## config.mk

```make
export PLATFORM = sky130hd
export DESIGN_NAME = ndev_serial_host
export DESIGN_NICKNAME = d
export VERILOG_FILES = /design/src/rtl/ndev_serial_pkg.sv /design/src/rtl/ndev_phase_timer.sv /design/src/rtl/ndev_serial_host.sv
export SDC_FILE = /design/constraint.sdc
export NUM_CORES = 1
export LEC_CHECK = 0
export ABC_AREA = 1
export CAP_MARGIN = 20
export CORE_UTILIZATION = 30
export DETAILED_ROUTE_END_ITERATION = 16
export SLEW_MARGIN = 40
export SYNTH_ARGS = -nofsm -noshare
export SYNTH_HDL_FRONTEND = slang
export SYNTH_SLANG_ARGS = --single-unit
```

## constraint.sdc

```tcl
create_clock -name CLK -period 1.5 [get_ports CLK]
set_input_delay 0.3 -clock CLK [delete_from_list [all_inputs] [get_ports CLK]]
set_output_delay 0.3 -clock CLK [all_outputs]
set_load 0.01 [all_outputs]
```

## src/rtl/ndev_serial_pkg.sv

```systemverilog
// ndev_serial_pkg: state encoding and pin-level constants shared by the NDEV_LED serial host and decoder.
package ndev_serial_pkg;
    typedef enum logic [2:0] {
        ST_IDLE, ST_OPEN0, ST_OPEN1, ST_WAIT, ST_BIT_LO, ST_BIT_HI, ST_FRAME_END, ST_CLOSE
    } ndev_state_e;
    localparam logic [7:0] NDEV_IDLE       = 8'h00;
    localparam logic [7:0] NDEV_OPEN_PRE   = 8'h0F;
    localparam logic [7:0] NDEV_FRAME      = 8'h8F;
    localparam logic [7:0] NDEV_CLOSE      = 8'h25;
    localparam int         NDEV_STROBE_BIT = 7;
    localparam int         NDEV_RET_BIT    = 6;
    localparam logic [7:0] NDEV_ZERO_MASK  = 8'h3E;
endpackage

```

## src/rtl/ndev_phase_timer.sv

```systemverilog
// ndev_phase_timer: loadable down-counter; done_o is high in the last cycle of a phase.
module ndev_phase_timer (
    input  logic       clk,
    input  logic       rst,
    input  logic       load_i,
    input  logic [7:0] load_val_i,
    output logic       done_o
);
    logic [7:0] cnt_q, cnt_d;
    always_comb cnt_d = load_i ? load_val_i : (cnt_q != 8'd0 ? cnt_q - 8'd1 : cnt_q);
    always_ff @(posedge clk) begin
        if (rst) cnt_q <= '0;
        else     cnt_q <= cnt_d;
    end
    assign done_o = cnt_q == 8'd0;
endmodule

```

## src/rtl/ndev_serial_host.sv

```systemverilog
// ndev_serial_host: console-side NDEV_LED serial driver; shifts bytes out on bit 0 with bit 7 strobe,
// and shifts the peer's return bit in from bit 6.
module ndev_serial_host
    import ndev_serial_pkg::*;
#(
    parameter int unsigned PHASE_CYCLES = 16
) (
    input  logic       CLK,
    input  logic       RST,
    input  logic       session_start,
    input  logic       session_end,
    input  logic       tx_valid,
    input  logic [7:0] tx_data,
    output logic       tx_ready,
    output logic       rx_valid,
    output logic [7:0] rx_data,
    output logic       busy,
    output logic [7:0] dbg_out,
    output logic       dbg_b6_oe,
    input  logic       dbg_b6_in
);
    localparam logic [7:0] LOAD_VAL = 8'(PHASE_CYCLES - 1);

    ndev_state_e state_q, state_d;
    logic [7:0]  tx_sh_q, tx_sh_d, rx_sh_q, rx_sh_d, rx_data_q, rx_data_d;
    logic [2:0]  bit_q, bit_d;
    logic        pend_q, pend_d, rx_valid_q, rx_valid_d, done;

    ndev_phase_timer u_timer (
        .clk       (CLK),
        .rst       (RST),
        .load_i    (state_d != state_q),
        .load_val_i(LOAD_VAL),
        .done_o    (done)
    );

    always_comb begin
        state_d    = state_q;
        tx_sh_d    = tx_sh_q;
        rx_sh_d    = rx_sh_q;
        bit_d      = bit_q;
        rx_data_d  = rx_data_q;
        rx_valid_d = 1'b0;
        case (state_q)
            ST_IDLE:   if (session_start) state_d = ST_OPEN0;
            ST_OPEN0:  if (done) state_d = ST_OPEN1;
            ST_OPEN1:  if (done) state_d = ST_WAIT;
            ST_WAIT: begin
                if (tx_valid) begin
                    state_d = ST_BIT_LO;
                    tx_sh_d = tx_data;
                    bit_d   = 3'd7;
                end else if (session_end || pend_q) begin
                    state_d = ST_CLOSE;
                end
            end
            ST_BIT_LO: if (done) state_d = ST_BIT_HI;
            ST_BIT_HI: begin
                if (done) begin
                    rx_sh_d = {rx_sh_q[6:0], dbg_b6_in};
                    tx_sh_d = {tx_sh_q[6:0], 1'b0};
                    bit_d   = bit_q - 3'd1;
                    state_d = bit_q == 3'd0 ? ST_FRAME_END : ST_BIT_LO;
                    if (bit_q == 3'd0) begin
                        rx_data_d  = {rx_sh_q[6:0], dbg_b6_in};
                        rx_valid_d = 1'b1;
                    end
                end
            end
            ST_FRAME_END: if (done) state_d = pend_q ? ST_CLOSE : ST_WAIT;
            ST_CLOSE:     if (done) state_d = ST_IDLE;
            default:      state_d = ST_IDLE;
        endcase
        // A close request seen anywhere in a session waits for the current frame to finish.
        pend_d = state_d == ST_IDLE ? 1'b0 : pend_q | (session_end && state_q != ST_IDLE);
    end

    always_ff @(posedge CLK) begin
        if (RST) begin
            state_q    <= ST_IDLE;
            tx_sh_q    <= '0;
            rx_sh_q    <= '0;
            rx_data_q  <= '0;
            bit_q      <= '0;
            pend_q     <= 1'b0;
            rx_valid_q <= 1'b0;
        end else begin
            state_q    <= state_d;
            tx_sh_q    <= tx_sh_d;
            rx_sh_q    <= rx_sh_d;
            rx_data_q  <= rx_data_d;
            bit_q      <= bit_d;
            pend_q     <= pend_d;
            rx_valid_q <= rx_valid_d;
        end
    end

    always_comb begin
        dbg_out = NDEV_FRAME;
        case (state_q)
            ST_IDLE:  dbg_out = NDEV_IDLE;
            ST_OPEN0: dbg_out = NDEV_OPEN_PRE;
            ST_CLOSE: dbg_out = NDEV_CLOSE;
            ST_BIT_LO, ST_BIT_HI: begin
                dbg_out                  = '0;
                dbg_out[NDEV_STROBE_BIT] = state_q == ST_BIT_HI;
                dbg_out[0]               = tx_sh_q[7];
            end
            default: ;
        endcase
    end

    assign tx_ready  = state_q == ST_WAIT;
    assign busy      = state_q != ST_IDLE;
    assign dbg_b6_oe = state_q == ST_IDLE || state_q == ST_OPEN0;
    assign rx_valid  = rx_valid_q;
    assign rx_data   = rx_data_q;
endmodule

```

After elaboration in Yosys (flattened, before gate mapping)
Cells that the tools add are included.
{ "word_totals": {"regBits": 39, "in_bits": 14, "elab_cells": 64} }
{ "classes": {"reduce_logical": 18, "n_addsub": 2, "eq_ne": 10, "bitwise_logic": 3, "mux": 22} }
{ "op_table": {"columns": ["op", "n"], "rows": [
  ["3-bit 2-to-1 mux", 12],
  ["8-bit case mux with 4 select lines", 1],
  ["3-bit case mux with 8 select lines", 1],
  ["8-bit 2-to-1 mux", 2],
  ["8-bit case mux with 2 select lines", 1],
  ["3-bit equality test, second input constant", 4],
  ["3-bit logical NOT", 3],
  ["8-bit logical NOT", 1],
  ["4-bit 2-to-1 mux", 2],
  ["8-bit nonzero test", 1],
  ["8-bit by 1-bit subtractor with 8-bit output, second input constant", 1],
  ["3-bit by 2-bit equality test with 1-bit output, second input constant", 2],
  ["3-bit case mux with 2 select lines", 1],
  ["3-bit AND reduction", 2],
  ["2-bit OR reduction", 3],
  ["2-bit inequality test, second input constant", 2],
  ["2-bit nonzero test", 2],
  ["3-bit by 1-bit equality test with 1-bit output, second input constant", 1],
  ["3-bit inequality test", 1],
  ["3-bit nonzero test", 1],
  ["3-bit OR reduction", 1],
  ["3-bit by 1-bit subtractor with 3-bit output, second input constant", 1],
  ["1-bit logical OR", 2],
  ["2-bit 2-to-1 mux", 1],
  ["5 further kinds", 6]
]} }

Logic depth before layout (Yosys ltp)
{ "logic_depth": {"ltp_word": 6, "mapped_depth": 13, "depth_no_buf": 13} }

Modules after synthesis
From an unflattened synthesis, not the netlist that was laid out.
{ "unflattened": {"cells_unflattened": 301, "area_unflattened_um2": 2048.2} }
{ "modules_own_cells": {"columns": ["mod", "seq_area_each_um2", "cells_per_inst", "area_per_inst_um2", "instances"], "rows": [
  ["ndev_serial_host", 620.6, 223, 1530.2, 1],
  ["ndev_phase_timer", 160.2, 78, 518.0, 1]
]} }

Worst setup path after synthesis
No wires, ideal clock.
{ "synth_path": {"kind": "register to register", "startpoint": "reg u_timer.cnt_q[0]", "endpoint": "reg rx_data_q[4] (netlist: rx_data[4])", "required_ps": 1381, "slack_ps": -81, "arrival_ps": 1462, "setup_time_ps": 119, "synth_period_minus_slack_ps": 1581, "stages_incl_launch_ff": 11, "n_path_buf": 1, "path_cell_list": "dfxtp_1 > inv_1 > ha_1 > nand3_2 > nor2_8 > nand2_4 > inv_4 > nand3_2 > buf_6 > o21ai_0 > a21oi_1"} }
{ "synth_between": {"elab_chain_cells": 2} }
{ "synth_rtl": {"columns": ["item", "line_no", "rtl"], "rows": [
  ["start: declaration", "ndev_phase_timer.sv:9", "logic [7:0] cnt_q, cnt_d;"],
  ["start signal: assignment", "ndev_phase_timer.sv:13", "else cnt_q <= cnt_d;"],
  ["8-bit logical NOT", "ndev_phase_timer.sv:15", "assign done_o = cnt_q == 8'd0;"],
  ["3-bit AND reduction (no line)", null, null],
  ["end signal: assignment", "ndev_serial_host.sv:91", "rx_data_q <= rx_data_d;"],
  ["end: declaration", "ndev_serial_host.sv:25", "logic [7:0] tx_sh_q, tx_sh_d, rx_sh_q, rx_sh_d, rx_data_q, rx_data_d;"]
]} }
No other way between the ends.
A chain may end at the register's enable or synchronous reset.

Final worst setup path
{ "layout_path": {"startpoint": "reg state_q[1]", "endpoint": "reg bit_q[1]"} }
{ "layout_between": {"elab_chain_cells": 3, "elab_cells_between_ends": 7} }
{ "layout_rtl": {"columns": ["item", "line_no", "rtl"], "rows": [
  ["start: declaration", "ndev_serial_host.sv:24", "ndev_state_e state_q, state_d;"],
  ["start signal: assignment", "ndev_serial_host.sv:88", "state_q <= state_d;"],
  ["3-bit equality test / 3-bit by 2-bit equality test with 1-bit output (equally long branches)", "ndev_serial_host.sv:44", "case (state_q)"],
  ["2-bit inequality test (no line) / 2-bit nonzero test (equally long branches)", null, null],
  ["3-bit AND reduction (no line)", null, null],
  ["end signal: assignment", "ndev_serial_host.sv:92", "bit_q <= bit_d;"],
  ["end: declaration", "ndev_serial_host.sv:26", "logic [2:0] bit_q, bit_d;"]
]} }
Parallel ways exist; a longest one is shown, timed or not.

==> results.sh <==
export IMPL_status="finished, violations left"
export IMPL_violations="negative setup slack"
export IMPL_wl_mm=4.55
export IMPL_clock_skew_ns=0.00733
export IMPL_num_vias=1849
export IMPL_post_route_cells_drive_above_1_share=0.348
export IMPL_die_w_um=83.6
export IMPL_cp_slowest_stage_delay_ns=0.37
export IMPL_finalMaxSlewViolations=0
export IMPL_fin_util=0.450
export IMPL_dr_pass1_iters=4
export IMPL_synthesis_area_um2=2000
export IMPL_antenna_left=0
export IMPL_remaining_drc_errors=0
export IMPL_irDropWorstVdd_v=0.000559
export IMPL_ys_warnings_count=0
export IMPL_grt_pass1_wl_mm=7.83
export IMPL_routabilityCongestion=0.789
export IMPL_ys_ff_latch=39
export IMPL_htreeDepth=2
export IMPL_synth_area_per_cell_um2=7.66
export IMPL_synthToLayoutAreaGrowth_pct=43.8
export IMPL_slowest_stage="dfxtp_4"
export IMPL_rows=29
export IMPL_grt_max_degree=15
export IMPL_dp_hpwl_mm=3.41
export IMPL_start_util=0.313
export IMPL_clock_path_buffers=2
export IMPL_multi_input_area_um2=1120
export IMPL_seq_area_um2=793
export IMPL_ios=34
export IMPL_die_h_um=83.6
export IMPL_path_clk_slew_ns=0.08
export IMPL_rsz0062_at_grt="yes"
export IMPL_nets=345
export IMPL_clk_latency_ns=0.29
export IMPL_finalHoldViolations=0
export IMPL_crit_buf_inv=4
export IMPL_setup_viol=13
export IMPL_power_density_nw_per_um2=989
export IMPL_period_minus_slack_ns=1.56
export IMPL_arrival_ns=1.77
export IMPL_drt_iter0_drc=117
export IMPL_worstPathRequired_ns=1.71
export IMPL_crit_type="flop to flop"
export IMPL_hold_class="flop to flop"
export IMPL_placedCellCount=391
export IMPL_grt_antenna_before_repair=0
export IMPL_fin_cells=405
export IMPL_cts_buffers=5
export IMPL_cts_root_buf="clkbuf_8"
export IMPL_first_global_vias=1744
export IMPL_crit_family="buffers and inverters"
export IMPL_fmax_mhz=640
export IMPL_p_leak_nw=1.35
export IMPL_gr_total_overflow=0
export IMPL_timing_final_ws_setup_ns=-0.0620
export IMPL_num_antenna_cells=0
export IMPL_yosysSeqAreaShare=0.391
export IMPL_final_period_utilization=1.04
export IMPL_wl_per_cell_um=11.2
export IMPL_fillCellCount=647
export IMPL_post_drt_via_cell_ratio=4.57
export IMPL_path_cells="buf_6 -> inv_4 -> nand2_4 -> buf_6 -> nor2_4 -> nand2_4 -> a21oi_4 -> buf_12 -> nor2_2 -> a311oi_2"
export IMPL_critPathCaptureType="flop"
export IMPL_timing_setup_tns_ns=-0.312
export IMPL_coreArea_um2=6390
export IMPL_globalRouteTotalUtil=0.139
export IMPL_cts_tree="built"
export IMPL_critPathLaunchType="flop"
export IMPL_synth_distinct_cells=33
export IMPL_dieArea_um2=6990
export IMPL_crit_fanout=13
export IMPL_postSynthCellCount=261
export IMPL_cts_num_sinks=39
export IMPL_max_cap_viol_count=0
export IMPL_io_buffers=31
==> sequential cells by signal, summed over array words and instances (netlist names) <==
register       count
rx_data            8
pend_q             1
u_timer.cnt_q      8
rx_valid           1
bit_q              3
rx_sh_q            7
state_q            3
tx_sh_q            8
==> worst reg2reg max path, cell delays in order (launching register included) <==
cell      delay, ns
dfxtp_4        0.37
buf_6          0.13
inv_4          0.06
nand2_4        0.05
buf_6          0.11
nor2_4         0.13
nand2_4        0.09
a21oi_4        0.17
buf_12         0.16
nor2_2         0.04
a311oi_2       0.17
==> synthesized netlist by cell type (all sizes together) <==
cell type,count,area share
buf,9,0.038
clkbuf,2,0.0038
a21oi,19,0.053
nor2,24,0.075
ha,4,0.025
nand2,59,0.13
xor2,4,0.018
inv,37,0.072
a311oi,1,0.0075
conb,1,0.0019
o21ai,28,0.070
nand3,12,0.044
clkinv,1,0.0019
a31oi,9,0.028
nand4,6,0.026
xnor2,1,0.0044
dfxtp,39,0.39
nor3,4,0.010
nand3b,1,0.0038
==> area by class of cell <==
type / instances / share of cell area
well taps: 77 / 0.0335
clock inverters: 2 / 0.0122
clock buffers: 6 / 0.0287
inverters: 38 / 0.0523
repair buffers: 68 / 0.207
flip-flops and latches: 39 / 0.276
multi-input cells: 175 / 0.390
==> final timing paths <==
path / startpoint / end / slack, ns / cells past startpoint
setup reg to reg: state_q[1] / bit_q[1] / -0.06 / 10
hold reg to reg: rx_data[1] / rx_data[1] / 0.46 / 2
hold / removal: rx_data[1] / rx_data[1] / 0.46 / 2
setup / recovery: state_q[1] / bit_q[1] / -0.06 / 10
==> cell usage in the layout, fill, tap and decap left out, types with 5 or more instances in the layout <==
cell type / n
a21oi_1: 14
a31oi_1: 9
buf_4: 31
buf_6: 5
clkbuf_8: 6
clkdlybuf4s50_1: 17
dfxtp_1: 35
inv_1: 26
inv_2: 8
nand2_1: 42
nand2_2: 11
nand2_4: 6
nand3_1: 7
nand4_1: 5
nor2_1: 10
nor2_2: 8
nor2_4: 5
o21ai_0: 9
o21ai_1: 16
==> metal layers <==
layer	GRT usage	part of all wire
met1	0.180	0.49
met2	0.228	0.47
met3	0.0307	0.031
met4	0.0462	0.014
met5	0	0
==> through the flow <==
step / area [um2] / setup slack (ns) / hold slack [ns] / power [mW]
after global routing: 2870 / -0.129 / 0.480 / 3.00
final: 2870 / -0.0620 / 0.460 / 2.84
after detailed placement: 2600 / -0.245 / 0.441 / 1.91
after global placement: 2600 / -0.184 / 0.436 / 1.89
after floorplan: 2020 / -0.00637 / 0.369 / 1.61
after CTS: 2840 / -0.0576 / 0.454 / 2.86
==> power breakdown <==
| group | leakage [nW] | internal [mW] | switching [mW] | total [mW] |
|---|---|---|---|---|
| clock | 0.0612 | 0.538 | 0.373 | 0.911 |
| combinational | 0.968 | 0.373 | 0.436 | 0.808 |
| sequential | 0.318 | 1.08 | 0.0378 | 1.12 |
| total | 1.35 | 2.00 | 0.846 | 2.84 |
==> logic make-up after synthesis <==
group,Yosys count,share of synthesized area
other cells,1,0.00188
simple gates,106,0.286
flops,39,0.391
buf+inv,49,0.116
compound gates,57,0.159
fa+ha+maj,4,0.0250
xor+xnor,5,0.0219
==> repair_timing <==
item	4_1_cts	5_1_grt
hold buffers	0	0
setup endpoints to repair	37	43
buffers inserted	4	1
gates cloned	1	0
pin swaps	11	11
gates resized for setup	58	25
Power figures use the tool's default switching activity.
